$ cat config.mk
export PLATFORM = sky130hd
export DESIGN_NAME = ex_result_stage
export DESIGN_NICKNAME = d
export VERILOG_FILES = /design/src/rtl/ex_result_stage.sv
export SDC_FILE = /design/constraint.sdc
export NUM_CORES = 1
export LEC_CHECK = 0
export ABC_AREA = 1
export CORE_UTILIZATION = 65
export DETAILED_ROUTE_END_ITERATION = 10
export DONT_BUFFER_PORTS = 1
export HOLD_SLACK_MARGIN = 0.02
export PLACE_DENSITY = 0.81
export SLEW_MARGIN = 20
export SYNTH_ARGS = -nofsm -noshare
export SYNTH_HDL_FRONTEND = slang
export SYNTH_SLANG_ARGS = --single-unit
$ cat constraint.sdc
create_clock -name clock -period 6.45 [get_ports clock]
set_input_delay 0.9675 -clock clock [delete_from_list [all_inputs] [get_ports clock]]
set_output_delay 0.9675 -clock clock [all_outputs]
set_load 0.01 [all_outputs]
$ cat src/rtl/ex_result_stage.sv
// Execute-result register stage: captures ALU outputs, selects the writeback value,
// turns trapping overflow into a precise exception and buffers results in a 2-entry skid.
module ex_result_stage #(
    parameter int TRAPCNT_W = 16
) (
    input  logic                 clock,
    input  logic                 reset,
    input  logic                 in_valid,
    output logic                 in_ready,
    input  logic [31:0]          aluout,
    input  logic                 compout,
    input  logic                 overflow,
    input  logic                 in_selcomp,
    input  logic                 in_trapov,
    input  logic                 in_regwrite,
    input  logic [4:0]           in_rd,
    input  logic [31:0]          in_pc,
    output logic                 out_valid,
    input  logic                 out_ready,
    output logic [31:0]          out_data,
    output logic [4:0]           out_rd,
    output logic                 out_regwrite,
    input  logic                 flush,
    output logic                 exc_pending,
    output logic [31:0]          exc_pc,
    input  logic                 exc_ack,
    output logic [TRAPCNT_W-1:0] trap_count
);

    logic                 head_vld_q, head_vld_d;
    logic [31:0]          head_data_q, head_data_d;
    logic [4:0]           head_rd_q, head_rd_d;
    logic                 head_we_q, head_we_d;
    logic                 skid_vld_q, skid_vld_d;
    logic [31:0]          skid_data_q, skid_data_d;
    logic [4:0]           skid_rd_q, skid_rd_d;
    logic                 skid_we_q, skid_we_d;
    logic                 in_ready_q, in_ready_d;
    logic                 exc_pending_q, exc_pending_d;
    logic [31:0]          exc_pc_q, exc_pc_d;
    logic [TRAPCNT_W-1:0] trap_cnt_q, trap_cnt_d;

    logic        accept, trap, squash, push, pop;
    logic [31:0] wb_data;
    logic        wb_we;

    always_comb begin
        accept  = in_valid && in_ready_q;
        // A flushed acceptance is dropped before any trap check.
        trap    = accept && !flush && in_trapov && overflow && !exc_pending_q;
        squash  = accept && exc_pending_q;
        push    = accept && !flush && !trap && !squash;
        pop     = head_vld_q && out_ready;
        wb_data = in_selcomp ? {31'b0, compout} : aluout;
        wb_we   = in_regwrite && (in_rd != 5'd0);
    end

    always_comb begin
        head_vld_d  = head_vld_q;
        head_data_d = head_data_q;
        head_rd_d   = head_rd_q;
        head_we_d   = head_we_q;
        skid_vld_d  = skid_vld_q;
        skid_data_d = skid_data_q;
        skid_rd_d   = skid_rd_q;
        skid_we_d   = skid_we_q;
        in_ready_d  = in_ready_q;

        if (flush) begin
            head_vld_d = 1'b0;
            skid_vld_d = 1'b0;
            in_ready_d = 1'b1;
        end else if (!head_vld_q) begin
            if (push) begin
                head_vld_d  = 1'b1;
                head_data_d = wb_data;
                head_rd_d   = in_rd;
                head_we_d   = wb_we;
            end
        end else if (!skid_vld_q) begin
            if (push && !pop) begin
                skid_vld_d  = 1'b1;
                skid_data_d = wb_data;
                skid_rd_d   = in_rd;
                skid_we_d   = wb_we;
                in_ready_d  = 1'b0;
            end else if (push && pop) begin
                head_data_d = wb_data;
                head_rd_d   = in_rd;
                head_we_d   = wb_we;
            end else if (pop) begin
                head_vld_d = 1'b0;
            end
        end else if (pop) begin
            // in_ready is low whenever the skid is full, so no push can occur here.
            head_data_d = skid_data_q;
            head_rd_d   = skid_rd_q;
            head_we_d   = skid_we_q;
            skid_vld_d  = 1'b0;
            in_ready_d  = 1'b1;
        end
    end

    always_comb begin
        exc_pending_d = exc_pending_q;
        exc_pc_d      = exc_pc_q;
        trap_cnt_d    = trap_cnt_q;
        if (exc_ack) begin
            exc_pending_d = 1'b0;
        end
        if (trap) begin
            exc_pending_d = 1'b1;
            exc_pc_d      = in_pc;
            if (trap_cnt_q != {TRAPCNT_W{1'b1}}) begin
                trap_cnt_d = trap_cnt_q + 1'b1;
            end
        end
    end

    always_ff @(posedge clock or posedge reset) begin
        if (reset) begin
            head_vld_q    <= 1'b0;
            head_data_q   <= 32'd0;
            head_rd_q     <= 5'd0;
            head_we_q     <= 1'b0;
            skid_vld_q    <= 1'b0;
            skid_data_q   <= 32'd0;
            skid_rd_q     <= 5'd0;
            skid_we_q     <= 1'b0;
            in_ready_q    <= 1'b1;
            exc_pending_q <= 1'b0;
            exc_pc_q      <= 32'd0;
            trap_cnt_q    <= '0;
        end else begin
            head_vld_q    <= head_vld_d;
            head_data_q   <= head_data_d;
            head_rd_q     <= head_rd_d;
            head_we_q     <= head_we_d;
            skid_vld_q    <= skid_vld_d;
            skid_data_q   <= skid_data_d;
            skid_rd_q     <= skid_rd_d;
            skid_we_q     <= skid_we_d;
            in_ready_q    <= in_ready_d;
            exc_pending_q <= exc_pending_d;
            exc_pc_q      <= exc_pc_d;
            trap_cnt_q    <= trap_cnt_d;
        end
    end

    assign in_ready     = in_ready_q;
    assign out_valid    = head_vld_q;
    assign out_data     = head_data_q;
    assign out_rd       = head_rd_q;
    assign out_regwrite = head_we_q;
    assign exc_pending  = exc_pending_q;
    assign exc_pc       = exc_pc_q;
    assign trap_count   = trap_cnt_q;

endmodule

After elaboration in Yosys (flattened, before gate mapping)
Index checks and enable logic that the tools add are counted.
W data, S select, Z words.
{ "classes": {"n_addsub": 1, "n_eq_ne": 5, "mux": 37, "n_bitwise": 2, "n_reduce_logical": 26} }
{ "ops": {"columns": ["op", "count"], "rows": [
  ["$mux W32", 7],
  ["$mux W5", 6],
  ["$mux W1", 24],
  ["$add A16 B1 Y16 const B", 1],
  ["$ne A16 B16 Y1 const B", 1],
  ["$logic_and A1 B1 Y1", 12],
  ["$ne A3 B2 Y1 const B", 2],
  ["$reduce_bool A2 Y1", 3],
  ["$logic_not A1 Y1", 5],
  ["$reduce_and A5 Y1", 1],
  ["$reduce_bool A5 Y1", 1],
  ["$reduce_and A4 Y1", 1],
  ["$ne A3 B1 Y1 const B", 1],
  ["$ne A3 B3 Y1 const B", 1],
  ["$reduce_and A3 Y1", 1],
  ["$reduce_bool A3 Y1", 1],
  ["$not A1 Y1", 2],
  ["$reduce_and A2 Y1", 1]
]} }
{ "totals": {"ff_bits": 128, "in_bits": 80, "output_inout_bits": 89, "wordCells": 83} }

Logic depth before layout (Yosys ltp)
Gate-level depths: netlist (run 1).
{ "logic_depth": {"ltp_word": 14, "depth_mapped": 9, "depth_no_buf": 8} }

Worst setup path before layout (run 1)
OpenSTA, ideal clock, no wires.
{ "synth_timing": {"path_kind": "input-to-reg", "from": "input port in_valid", "to": "register head_data_q[16], in the netlist out_data[16]", "setup_ps": 117, "arrival_ps": 1809, "required_ps": 6333, "slack_ps": 4524, "path_stages": 9, "path_buffers": 2, "path_cell_list": "nand2_1 > nor2_4 > nand2_2 > nand2_1 > nand3_1 > buf_2 > buf_4 > nand2_1 > nand2_1"} }
{ "synth_via": {"elab_chain_cells": 11, "word_cells_on_any_way": 16, "classes_between": "eq/ne (2); reduce/logical (14)"} }
{ "synth_lines": {"columns": ["element", "line_no", "source"], "rows": [
  ["from (decl)", "8", "input logic in_valid,"],
  ["$logic_and A1 B1 Y1 *", "48", "accept = in_valid && in_ready_q;"],
  ["$logic_and A1 B1 Y1", "50, 52", null],
  ["$logic_and A1 B1 Y1 (3 in a row)", "50", "trap = accept && !flush && in_trapov && overflow && !exc_pending_q;"],
  ["$logic_not A1 Y1", "52", "push = accept && !flush && !trap && !squash;"],
  ["$logic_and A1 B1 Y1", "52", null],
  ["$logic_and A1 B1 Y1 *", "52", null],
  ["$logic_and A1 B1 Y1 (on tied branches)", "87, 81", null],
  ["$ne A3 B1 Y1 (no source line) or $ne A3 B3 Y1 (tied branches)", null, null],
  ["$reduce_and A5 Y1 (no source line) *", null, null],
  ["to (signal assigned)", "136", "head_data_q <= head_data_d;"],
  ["to (decl)", "31", "logic [31:0] head_data_q, head_data_d;"]
]} }
Mark *: on every way between the ends. The rest lies on a longest branch, timed or not.
A chain may end at the register's enable or synchronous reset.

Final worst setup path (run 1)
{ "layout_timing": {"from": "register head_vld_q, in the netlist out_valid", "to": "register head_data_q[17], in the netlist out_data[17]"} }
{ "layout_via": {"elab_chain_cells": 5, "word_cells_on_any_way": 10, "classes_between": "eq/ne (3); mux (1); reduce/logical (6)"} }
{ "layout_lines": {"columns": ["element", "line_no", "source"], "rows": [
  ["from (decl)", "30", "logic head_vld_q, head_vld_d;"],
  ["from (signal assigned)", "135", "head_vld_q <= head_vld_d;"],
  ["$logic_and A1 B1 Y1", "53", "pop = head_vld_q && out_ready;"],
  ["$logic_not A1 Y1", "81", "if (push && !pop) begin"],
  ["$logic_and A1 B1 Y1", "81", null],
  ["$ne A3 B3 Y1 (no source line)", null, null],
  ["$reduce_and A5 Y1 (no source line)", null, null]
]} }
Parallel ways exist; a longest one is shown, timed or not.

==> results of run 1 <==
## cell families after synthesis
kind of cell | count (synthesis) | synth area share
simple gates | 459 | 0.3053
buf+inv | 134 | 0.09403
flops | 128 | 0.5134
compound gates | 85 | 0.07679
xor+xnor | 6 | 0.008420
fa+ha+maj | 1 | 0.002004
## power groups by stage
stage	registers [uW]	logic [uW]	clock network, uW
after floorplan	1150	250	0
after global placement	1180	273	0
after detailed placement	1180	296	0
after CTS	1170	299	967
after global routing	1200	348	1010
final	1170	298	960
## registers in the layout, summed over array words and instances (netlist names)
| name | flops |
|---|---|
| trap_count | 16 |
| out_rd | 5 |
| exc_pc | 32 |
| skid_we_q | 1 |
| skid_data_q | 32 |
| skid_rd_q | 5 |
| skid_vld_q | 1 |
| in_ready | 1 |
| out_valid | 1 |
| out_regwrite | 1 |
| exc_pending | 1 |
| out_data | 32 |
## final cells by class
| class | instances | area share |
|---|---|---|
| clock buffer | 17 | 0.06086 |
| clock inverter | 15 | 0.02721 |
| inverter | 89 | 0.04983 |
| multi-input combinational | 551 | 0.3620 |
| sequential | 128 | 0.4709 |
| tap | 129 | 0.02372 |
| timing repair buffer | 5 | 0.005516 |
## critical path, delay by kind of cell (launching register included)
family                 cells  cell delay (ns)
buffers and inverters      2             0.66
DFF                        1             0.48
AOI/OAI and AO/OA          1             0.85
and+or+nand+nor            4             1.07
## how the worst max path moves through the flow
stage               cells after the start                  from  slack [ns]                       end
CTS                                     8  in_ready$_DFFE_PP1P_        2.92  out_data[17]$_DFFE_PP0P_
global route                            7   out_valid$_DFF_PP0_        3.05   out_data[0]$_DFFE_PP0P_
global placement                        8              in_valid        2.70   out_data[7]$_DFFE_PP0P_
detailed placement                      8              in_valid        2.54  out_data[17]$_DFFE_PP0P_
floorplan                               1                 reset        2.07     exc_pc[0]$_DFFE_PP0P_
finish                                  7   out_valid$_DFF_PP0_        3.24  out_data[17]$_DFFE_PP0P_
## per-stage QoR
| stage | instances | worst slack (ns) | util |
|---|---|---|---|
| after floorplan | 813 | 2.072 | - |
| final | 934 | 3.238 | 0.7330 |
| after CTS | 934 | 2.921 | 0.7327 |
| after detailed placement | 902 | 2.541 | 0.6682 |
| after global routing | 934 | 3.050 | 0.7330 |
| after global placement | 902 | 2.704 | 0.6682 |
## Yosys cell counts (2+ instances only)
master and n:
a21oi_2 10, nor2_2 3, buf_4 3, o21ai_1 14
o21ai_0 40, xor2_1 2, inv_1 88, a21oi_1 18
xnor2_1 4, dfrtp_1 127, buf_2 22, nor2_1 73
buf_6 6, nand3_1 14, nand4_1 43, nand2_1 319
nor2_4 3, nand2_2 2, clkbuf_1 14
## per-layer routing
| layer | vias to the layer above | track usage |
|---|---|---|
| met2 | 254 | 0.4716 |
| met4 | 0 | 0.1304 |
| met1 | 2429 | 0.3811 |
| li1 | 2491 | - |
| met5 | - | 0 |
| met3 | 42 | 0.09610 |
==> results by group, run 1 <==
Drt
  • DRT Pass-1 Iters: 5
  • Final ANT Viol Nets: 0
  • Top routing layer in use: met4
  • Post-route DRC violation count: 0
  • Total routed wirelength: 14240 um
  • DR WL met2: 6868 um
  • Metal3 WL: 1116 um
  • WL per Instance: 15.24 um
  • Wl on met1: 5859 um
  • Initial DRC Count: 419
  • Vias after detailed routing: 5216
  • Via density: 5.585

Setup path
  • Required time of the critical path: 6.85 ns
  • CP peak stage delay: 0.85 ns
  • Type of the worst setup path: register to register
  • WP data arrival: 3.61 ns
  • Worst-path cell chain: nand2_1 > inv_2 > a21oi_4 > nand3_1 > buf_4 > nand2_1 > nand2_1
  • Reg2reg end: out_data[17]$_DFFE_PP0P_
  • FF-to-FF Start: out_valid$_DFF_PP0_
  • CP max-delay cell: a21oi_4
  • Most Frequent Cell on Critical Path: nand2_1
  • Element type at the critical path start: register
  • Max FO, Critical Path: 38
  • Reg2reg setup slack: 3.24 ns
  • R2R depth: 7
  • Setup crit end kind: register

Layout
  • Fin nets: 873
  • Layout overhead on the synthesized area: 9.042%
  • Commonest non-fill, non-tap cell in the layout: nand2_1
  • Layout cells sized above 1: 0.07826
  • Layout filler cell count: 718
  • Sequential cell area: 0.003204 mm2
  • Design area: 0.006805 mm2
  • N_diodes: 0
  • Most frequent cells in the layout: 318 x nand2_1, 127 x dfrtp_1, 87 x inv_1, 73 x nor2_1, 43 x nand4_1
  • Multi-input logic area: 0.002464 mm2

Synthesis
  • Ys async rst share: 1.000
  • Flops & latches, synth: 128
  • Syn Area/Cell: 7.676 um2
  • Sequential-to-total area share from yosys stat: 0.5134
  • Dominant cell type by area after synthesis: dfrtp_1
  • Synth Cell Area: 0.006241 mm2
  • Synth cell types: 27
  • Dominant cells by area after synthesis: dfrtp_1 51%, nand2_1 19%, inv_1 5.3%
  • EDFF count, synth: 0
  • Yosys warns: 0
  • Synth top area share: 0.5092
  • Cells after Synth: 813
  • Syn nets: 894
  • Ys flop type: dfrtp_1

Clock network
  • CTS Buffer Depth: 2
  • Clk_lat worst skew: 0.52 ns
  • Cts hold-fix bufs: 0
  • CTS clk-pin slew, worst paths: 0.06 ns
  • Post-cts sizing count: 0
  • Post CTS Setup Buffer Count: 0
  • H-tree depth: 4
  • Clock sink count: 128
  • Number of buffers created by CTS: 17
  • CTS tree: yes
  • Clk Tree Root Cell: clkbuf_8

Power
  • Worst VDD drop: 0.1864 mV
  • Combinational power share: 0.122
  • P_int: 1693 uW
  • Net Sw Frac: 0.3036
  • P_leak: 0.003582 uW
  • Total Power: 2431 uW
  • Sequential Power Share: 0.483
  • Clock power share: 0.395
  • Power density over the cells: 357.3 mW/mm2
  • P_sw: 738.2 uW

Outcome
  • Status: completed

Floorplan
  • Starting Density: 0.6722
  • Cell Rows: 35
  • Top-level I/O count: 169
  • Die height: 99.99 um
  • Die X: 99.99 um
  • Die footprint: 0.009997 mm2
  • Placeable Area: 0.009284 mm2

STA
  • Hold Worst Slack: 0.3403 ns
  • RSZ-0062 raised after global routing: no
  • Final slew viol count: 0
  • Slew @ Worst Pin: 1.007 ns
  • Tcrit/Tclk final: 0.4980
  • Slew headroom: 0.3272
  • Hold Violations, Final: 0
  • Final setup fails: 0
  • Clk_skew: 0.01030 ns
  • Tmin final: 3.212 ns
  • TNS Setup: 0 ns
  • Highest clock rate: 311.3 MHz

Placed design
  • Buffers on Ports: 0
  • Final HPWL DP: 9258 um
  • Routability Congestion: 0.8460
  • Cell Area, Placed: 0.006203 mm2

Global routing
  • Vias in the first global route: 5025
  • First-pass GRT wire length: 23260 um
  • Total gr overflow: 0
  • Initial antenna violation count: 0
  • Overall global routing resource usage: 0.2986
  • Maximum number of pins on one net before global-route repair: 77

Flow run
  • Max Cap Viol: 0

Worst hold path
  • Min-delay worst type: input port to async pin
Power figures use the tool's default switching activity.
==> run 2: changes to the inputs <==
--- a/config.mk
+++ b/config.mk
@@ -6,11 +6,11 @@
 export NUM_CORES = 1
 export LEC_CHECK = 0
 export ABC_AREA = 1
-export CORE_UTILIZATION = 65
+export CORE_UTILIZATION = 64
 export DETAILED_ROUTE_END_ITERATION = 10
 export DONT_BUFFER_PORTS = 1
 export HOLD_SLACK_MARGIN = 0.02
-export PLACE_DENSITY = 0.81
+export PLACE_DENSITY = 0.8
 export SLEW_MARGIN = 20
 export SYNTH_ARGS = -nofsm -noshare
 export SYNTH_HDL_FRONTEND = slang
==> constraint.sdc (replaced) <==
create_clock -name clock -period 3.3 [get_ports clock]
set_input_delay 0.495 -clock clock [delete_from_list [all_inputs] [get_ports clock]]
set_output_delay 0.495 -clock clock [all_outputs]
set_load 0.01 [all_outputs]
==> run 2 against run 1 <==
Against the previous run: first-iteration DRC count fell by 31%; total power rose by 99%; die area rose by 1.5%; register-to-register slack got worse by 2.1 ns; via count fell by 1.5%; largest cell class unchanged; highest routed layer unchanged.
==> results by group, run 2 (synthesis gave the netlist of run 1 again) <==
Worst hold path
  • Min-delay worst type: input port to async pin

Power
  • P_leak: 0.003626 uW (+1.2%)
  • Sequential Power Share: 0.475 (-0.008)
  • Power density over the cells: 703.2 mW/mm2 (+97%)
  • Combinational power share: 0.120 (-0.002)
  • Total Power: 4843 uW (+99%)
  • Worst VDD drop: 0.3925 mV (+110%)
  • Clock power share: 0.405 (+0.010)
  • P_int: 3395 uW (+100%)
  • P_sw: 1449 uW (+96%)
  • Net Sw Frac: 0.2991 (-0.004524)

Drt
  • WL per Instance: 15.02 um (-1.4%)
  • Via density: 5.474 (-2.0%)
  • Initial DRC Count: 291 (-31%)
  • Post-route DRC violation count: 0 (unchanged)
  • Vias after detailed routing: 5140 (-1.5%)
  • DRT Pass-1 Iters: 5 (unchanged)
  • Final ANT Viol Nets: 0 (unchanged)
  • Total routed wirelength: 14110 um (-0.91%)

Floorplan
  • Starting Density: 0.6691 (-0.003156)
  • Placeable Area: 0.009328 mm2 (+0.47%)
  • Die height: 100.8 um (+0.77%)
  • Top-level I/O count: 169 (unchanged)
  • Die X: 100.8 um (+0.77%)
  • Cell Rows: 35 (unchanged)
  • Die footprint: 0.01015 mm2 (+1.5%)

STA
  • Highest clock rate: 458.7 MHz (+47%)
  • Final setup margin: 1.120 ns (-2.118 ns)
  • RSZ-0062 raised after global routing: no
  • TNS Setup: 0 ns (unchanged)
  • Slew headroom: 0.3709 (+0.04373)
  • Clk_skew: 0.01578 ns (+0.005477 ns)
  • Slew @ Worst Pin: 0.9417 ns (-0.06533 ns)
  • Final slew viol count: 0 (unchanged)
  • Final setup fails: 0 (unchanged)
  • Tcrit/Tclk final: 0.6606 (+0.1626)
  • Tmin final: 2.180 ns (-1.032 ns)
  • Hold Violations, Final: 0 (unchanged)

Clock network
  • Post CTS Setup Buffer Count: 0 (unchanged)
  • Clk Tree Root Cell: clkbuf_8
  • Cts hold-fix bufs: 0 (unchanged)
  • Number of buffers created by CTS: 17 (unchanged)
  • Post-cts sizing count: 0 (unchanged)
  • CTS Buffer Depth: 2 (unchanged)
  • Clk_lat worst skew: 0.52 ns (about the same)
  • CTS clk-pin slew, worst paths: 0.06 ns (about the same)
  • Clock sink count: 128 (unchanged)
  • CTS tree: yes
  • H-tree depth: 4 (unchanged)

Setup path
  • Reg2reg setup slack: 1.12 ns (-2.12 ns)
  • CP peak stage delay: 0.60 ns (-0.25 ns)
  • Max FO, Critical Path: 35 (-7.9%)
  • Top Family by Delay on Critical Path: simple AND/OR/NAND/NOR gates
  • Most Frequent Cell on Critical Path: nand2_1
  • FF-to-FF Start: in_ready$_DFFE_PP1P_
  • Worst-path cell chain: nand2_1 > nor2_4 > nand3_1 > nor2_4 > o21ai_4 > nand2_1 > nand2_1
  • CP max-delay cell: nor2_4
  • Setup crit end kind: register
  • Start point of the critical path: in_ready$_DFFE_PP1P_
  • Required time of the critical path: 3.70 ns (-3.15 ns)
  • Element type at the critical path start: register
  • Type of the worst setup path: register to register
  • WP buf/inv: 0 (-2)
  • WP data arrival: 2.58 ns (-1.03 ns)

Global routing
  • First-pass GRT wire length: 23320 um (+0.27%)
  • Initial antenna violation count: 0 (unchanged)
  • Maximum number of pins on one net before global-route repair: 49 (-36%)
  • Vias in the first global route: 5048 (+0.46%)
  • Overall global routing resource usage: 0.2967 (-0.001951)
  • Total gr overflow: 0 (unchanged)

Outcome
  • Status: completed

Layout
  • Most frequent cells in the layout: 319 x nand2_1, 127 x dfrtp_1, 87 x inv_1, 73 x nor2_1, 43 x nand4_1
  • Fin util: 0.7384 (+0.005412)
  • Layout cells sized above 1: 0.08272 (+0.004455)
  • Layout overhead on the synthesized area: 10.36%
  • Commonest non-fill, non-tap cell in the layout: nand2_1
  • N_diodes: 0 (unchanged)
  • Fin nets: 878 (+0.57%)

Flow run
  • Max Cap Viol: 0 (unchanged)

Placed design
  • Final HPWL DP: 9223 um (-0.37%)
  • Routability Congestion: 0.8386 (-0.87%)
  • Setup slack after placement: 1.135 ns (-1.407 ns)
  • Buffers on Ports: 0 (unchanged)
run 2: cell types whose count changed in the layout (fill, tap and decap cells not counted), sizes merged:
| cell | previous run | this run |
|---|---|---|
| buf | 5 | 10 |
| clkinv | 4 | 5 |
| clkinvlp | 5 | 4 |
| inv | 92 | 91 |
| bufinv | 3 | 4 |
run 2: power groups by stage:
| stage | registers (uW) | clock network (uW) | logic, uW |
|---|---|---|---|
| 6_report | 2300 | 1960 | 582 |
| 5_1_grt | 2340 | 2050 | 690 |
| 4_1_cts | 2300 | 1990 | 589 |
| 2_1_floorplan | 2240 | 0 | 488 |
| 3_3_place_gp | 2310 | 0 | 548 |
| 3_5_place_dp | 2320 | 0 | 586 |
run 2: final timing paths:
| kind | cells past startpoint | end |
|---|---|---|
| worst min register to register | 2 | skid_we_q$_DFFE_PP0P_ |
| worst max register to register | 7 | trap_count[2]$_DFFE_PP0P_ |
| worst min-delay path | 1 | skid_rd_q[2]$_DFFE_PP0P_ |
| max in group asynchronous | 2 | exc_pc[29]$_DFFE_PP0P_ |
| min in group clock | 1 | exc_pending$_DFFE_PP0P_ |
| worst max-delay path | 7 | trap_count[2]$_DFFE_PP0P_ |
run 2: final cells by class:
type / instances / area (um2)
timing repair buffer: 10 / 100.1
clock inverter: 15 / 209.0
tap: 129 / 161.4
clock buffer: 17 / 414.1
fill: 735 / 2440
sequential: 128 / 3204
inverter: 89 / 337.8
multi-input combinational: 551 / 2461
run 2: through the flow:
step                      instance area, um2  instances  hold slack, ns
after CTS                               6888        939         0.06727
after detailed placement                6265        907          0.4769
after floorplan                         6245        813          0.4534
after global placement                  6265        907          0.4674
final                                   6888        939         0.03457
after global routing                    6888        939         0.07652
run 2: routing by layer:
metal,track usage,wire [um],vias up,part of all wire
met5,0,0,-,0
met4,0.1293,370,0,0.026
met3,0.08391,1055,32,0.075
met2,0.4926,6909,203,0.49
met1,0.3634,5773,2405,0.41
li1,-,-,2500,-
==> run 3: changes to the inputs <==
==> constraint.sdc (replaced) <==
create_clock -name clock -period 2.1 [get_ports clock]
set_input_delay 0.315 -clock clock [delete_from_list [all_inputs] [get_ports clock]]
set_output_delay 0.315 -clock clock [all_outputs]
set_load 0.01 [all_outputs]
==> run 3 against run 2 <==
Against the previous run: global-route usage grew 1.6 points; clock power increased by 36%; core utilization increased by 4.1 points; first-iteration DRC count increased by 20%; setup slack got worse by 0.85 ns; via count increased by 5.8%; hold slack worse by 0.0031 ns; register-to-register slack worse by 0.85 ns.
==> results by group, run 3 (synthesis gave the netlist of run 1 again) <==
Setup path
  • WP data arrival: 2.27 ns (-0.31 ns)
  • Type of the worst setup path: register to register
  • Critical Path Stages: 7 (unchanged)
  • R2R depth: 7 (unchanged)
  • CP max-delay cell: dfstp_2
  • Top Family by Delay on Critical Path: simple AND/OR/NAND/NOR gates
  • Most Frequent Cell on Critical Path: nand2_1
  • WP buf/inv: 1 (+1)
  • Worst-path cell chain: nand2_1 > nor2_4 > nand2_2 > nand2_1 > buf_4 > nand4_1 > nand2_1
  • Required time of the critical path: 2.55 ns (-1.15 ns)
  • Element type at the critical path start: register
  • CP peak stage delay: 0.57 ns (-0.03 ns)
  • Max FO, Critical Path: 37 (+5.7%)
  • Setup crit end kind: register

STA
  • Tmin final: 1.825 ns (-0.3544 ns)
  • Final setup fails: 0 (unchanged)
  • Hold Violations, Final: 0 (unchanged)
  • Highest clock rate: 547.8 MHz (+19%)
  • RSZ-0062 raised after global routing: no
  • Slew headroom: 0.4895 (+0.1186)
  • Clk_skew: 0.01430 ns (-0.001471 ns)
  • Slew @ Worst Pin: 0.7632 ns (-0.1785 ns)
  • Tcrit/Tclk final: 0.8693 (+0.2087)
  • TNS Setup: 0 ns (unchanged)
  • Final slew viol count: 0 (unchanged)

Power
  • Power density over the cells: 1002 mW/mm2 (+43%)
  • Total Power: 7288 uW (+50%)
  • Worst VDD drop: 0.6719 mV (+71%)
  • P_leak: 0.003805 uW (+4.9%)

Worst hold path
  • Min-delay worst type: input port to register
  • Hold path cells: 3

Floorplan
  • Top-level I/O count: 169 (unchanged)
  • Cell Rows: 35 (unchanged)
  • Die X: 100.8 um (unchanged)
  • Die height: 100.8 um (unchanged)
  • Starting Density: 0.6691 (unchanged)
  • Placeable Area: 0.009328 mm2 (unchanged)
  • Die footprint: 0.01015 mm2 (unchanged)

Global routing
  • Initial antenna violation count: 0 (unchanged)
  • Overall global routing resource usage: 0.3130 (+0.01636)
  • Vias in the first global route: 5258 (+4.2%)
  • Maximum number of pins on one net before global-route repair: 48 (-2.0%)
  • First-pass GRT wire length: 24600 um (+5.5%)
  • Total gr overflow: 0 (unchanged)

Placed design
  • Post-placement cell count: 915 (+0.88%)
  • Final HPWL DP: 9526 um (+3.3%)
  • Buffers on Ports: 0 (unchanged)
  • Routability Congestion: 0.8530 (+1.7%)

Layout
  • Fin nets: 929 (+5.8%)
  • Most frequent cells in the layout: 319 x nand2_1, 127 x dfrtp_1, 87 x inv_1, 73 x nor2_1
  • Sequential cell area: 0.003204 mm2 (unchanged)
  • Layout cells sized above 1: 0.08479 (+0.002069)
  • Layout overhead on the synthesized area: 16.50%
  • N_diodes: 0 (unchanged)
  • Non-filler instance count after layout: 990 (+5.4%)
  • Multi-input logic area: 0.002461 mm2 (unchanged)
  • Layout filler cell count: 665 (-9.5%)
  • Commonest non-fill, non-tap cell in the layout: nand2_1

Clock network
  • Number of buffers created by CTS: 17 (unchanged)
  • Clk_lat worst skew: 0.52 ns (about the same)
  • Clk Tree Root Cell: clkbuf_8
  • Post-cts sizing count: 0 (unchanged)
  • CTS tree: yes
  • CTS clk-pin slew, worst paths: 0.06 ns (about the same)
  • CTS Buffer Depth: 2 (unchanged)
  • Clock sink count: 128 (unchanged)
  • H-tree depth: 4 (unchanged)
  • Post CTS Setup Buffer Count: 0 (unchanged)

Drt
  • WL per Instance: 15.27 um (+1.6%)
  • Initial DRC Count: 348 (+20%)
  • Post-route DRC violation count: 0 (unchanged)
  • Vias after detailed routing: 5437 (+5.8%)
  • Total routed wirelength: 15120 um (+7.2%)
  • Final ANT Viol Nets: 0 (unchanged)
  • Via density: 5.492 (+0.33%)
  • DRT Pass-1 Iters: 5 (unchanged)

Outcome
  • Status: completed

Flow run
  • Max Cap Viol: 0 (unchanged)
-- run 3: cell types whose count changed in the layout (fill, tap and decap cells not counted) --
cell,before,now
buf_12,2,0
buf_4,8,18
bufinv_16,4,1
clkbuf_1,0,2
clkbuf_8,1,3
clkinv_2,1,6
clkinv_4,4,1
dlygate4sd3_1,0,43
inv_6,3,0
-- run 3: metal layers --
metal  track usage  part of all wire
met5             0                 0
met2        0.5232              0.50
met3       0.08877             0.081
met4        0.1260             0.023
met1        0.3849              0.40
-- run 3: cell type report --
class | instances | share of cell area
clock buffers | 21 | 0.06178
repair buffers | 61 | 0.07778
inverters | 89 | 0.04646
flip-flops and latches | 128 | 0.4407
multi-input cells | 551 | 0.3385
well taps | 129 | 0.02220
clock inverters | 11 | 0.01256
-- run 3: repair_timing --
item                                   4_1_cts  5_1_grt
hold buffers                                43        0
endpoints found under the hold margin      189        0
setup endpoints to repair                    0        0
-- run 3: worst register-to-register path: stages (launching register included) --
cell	delay, ns
dfstp_2	0.57
nand2_1	0.10
nor2_4	0.16
nand2_2	0.11
nand2_1	0.09
buf_4	0.38
nand4_1	0.22
nand2_1	0.11
-- run 3: stage by stage --
stage	util	hold WS, ns	cell area, um2	setup WS (ns)
after floorplan	-	0.4114	6245	0.2046
after global placement	0.6754	0.07571	6300	0.3710
after detailed placement	0.6754	0.07747	6300	0.3303
after CTS	0.7795	0.02681	7271	0.2857
after global routing	0.7795	0.04288	7271	0.1883
final	0.7795	0.03151	7271	0.2746
-- run 3: worst paths after layout --
| path | slack [ns] | from | endpoint |
|---|---|---|---|
| min in group asynchronous | 0.15 | reset | out_rd[3]$_DFFE_PP0P_ |
| hold / removal | 0.03 | in_selcomp | skid_data_q[10]$_DFFE_PP0P_ |
| max in group asynchronous | 1.17 | reset | out_data[15]$_DFFE_PP0P_ |
| setup reg to reg | 0.27 | in_ready$_DFFE_PP1P_ | out_data[25]$_DFFE_PP0P_ |
| hold reg to reg | 0.49 | skid_data_q[9]$_DFFE_PP0P_ | skid_data_q[9]$_DFFE_PP0P_ |
| setup / recovery | 0.27 | in_ready$_DFFE_PP1P_ | out_data[25]$_DFFE_PP0P_ |
-- run 3: power by group --
group	switching (uW)	internal, uW
clock network	1050	1620
registers	562	3050
logic	614	396
total	2220	5070
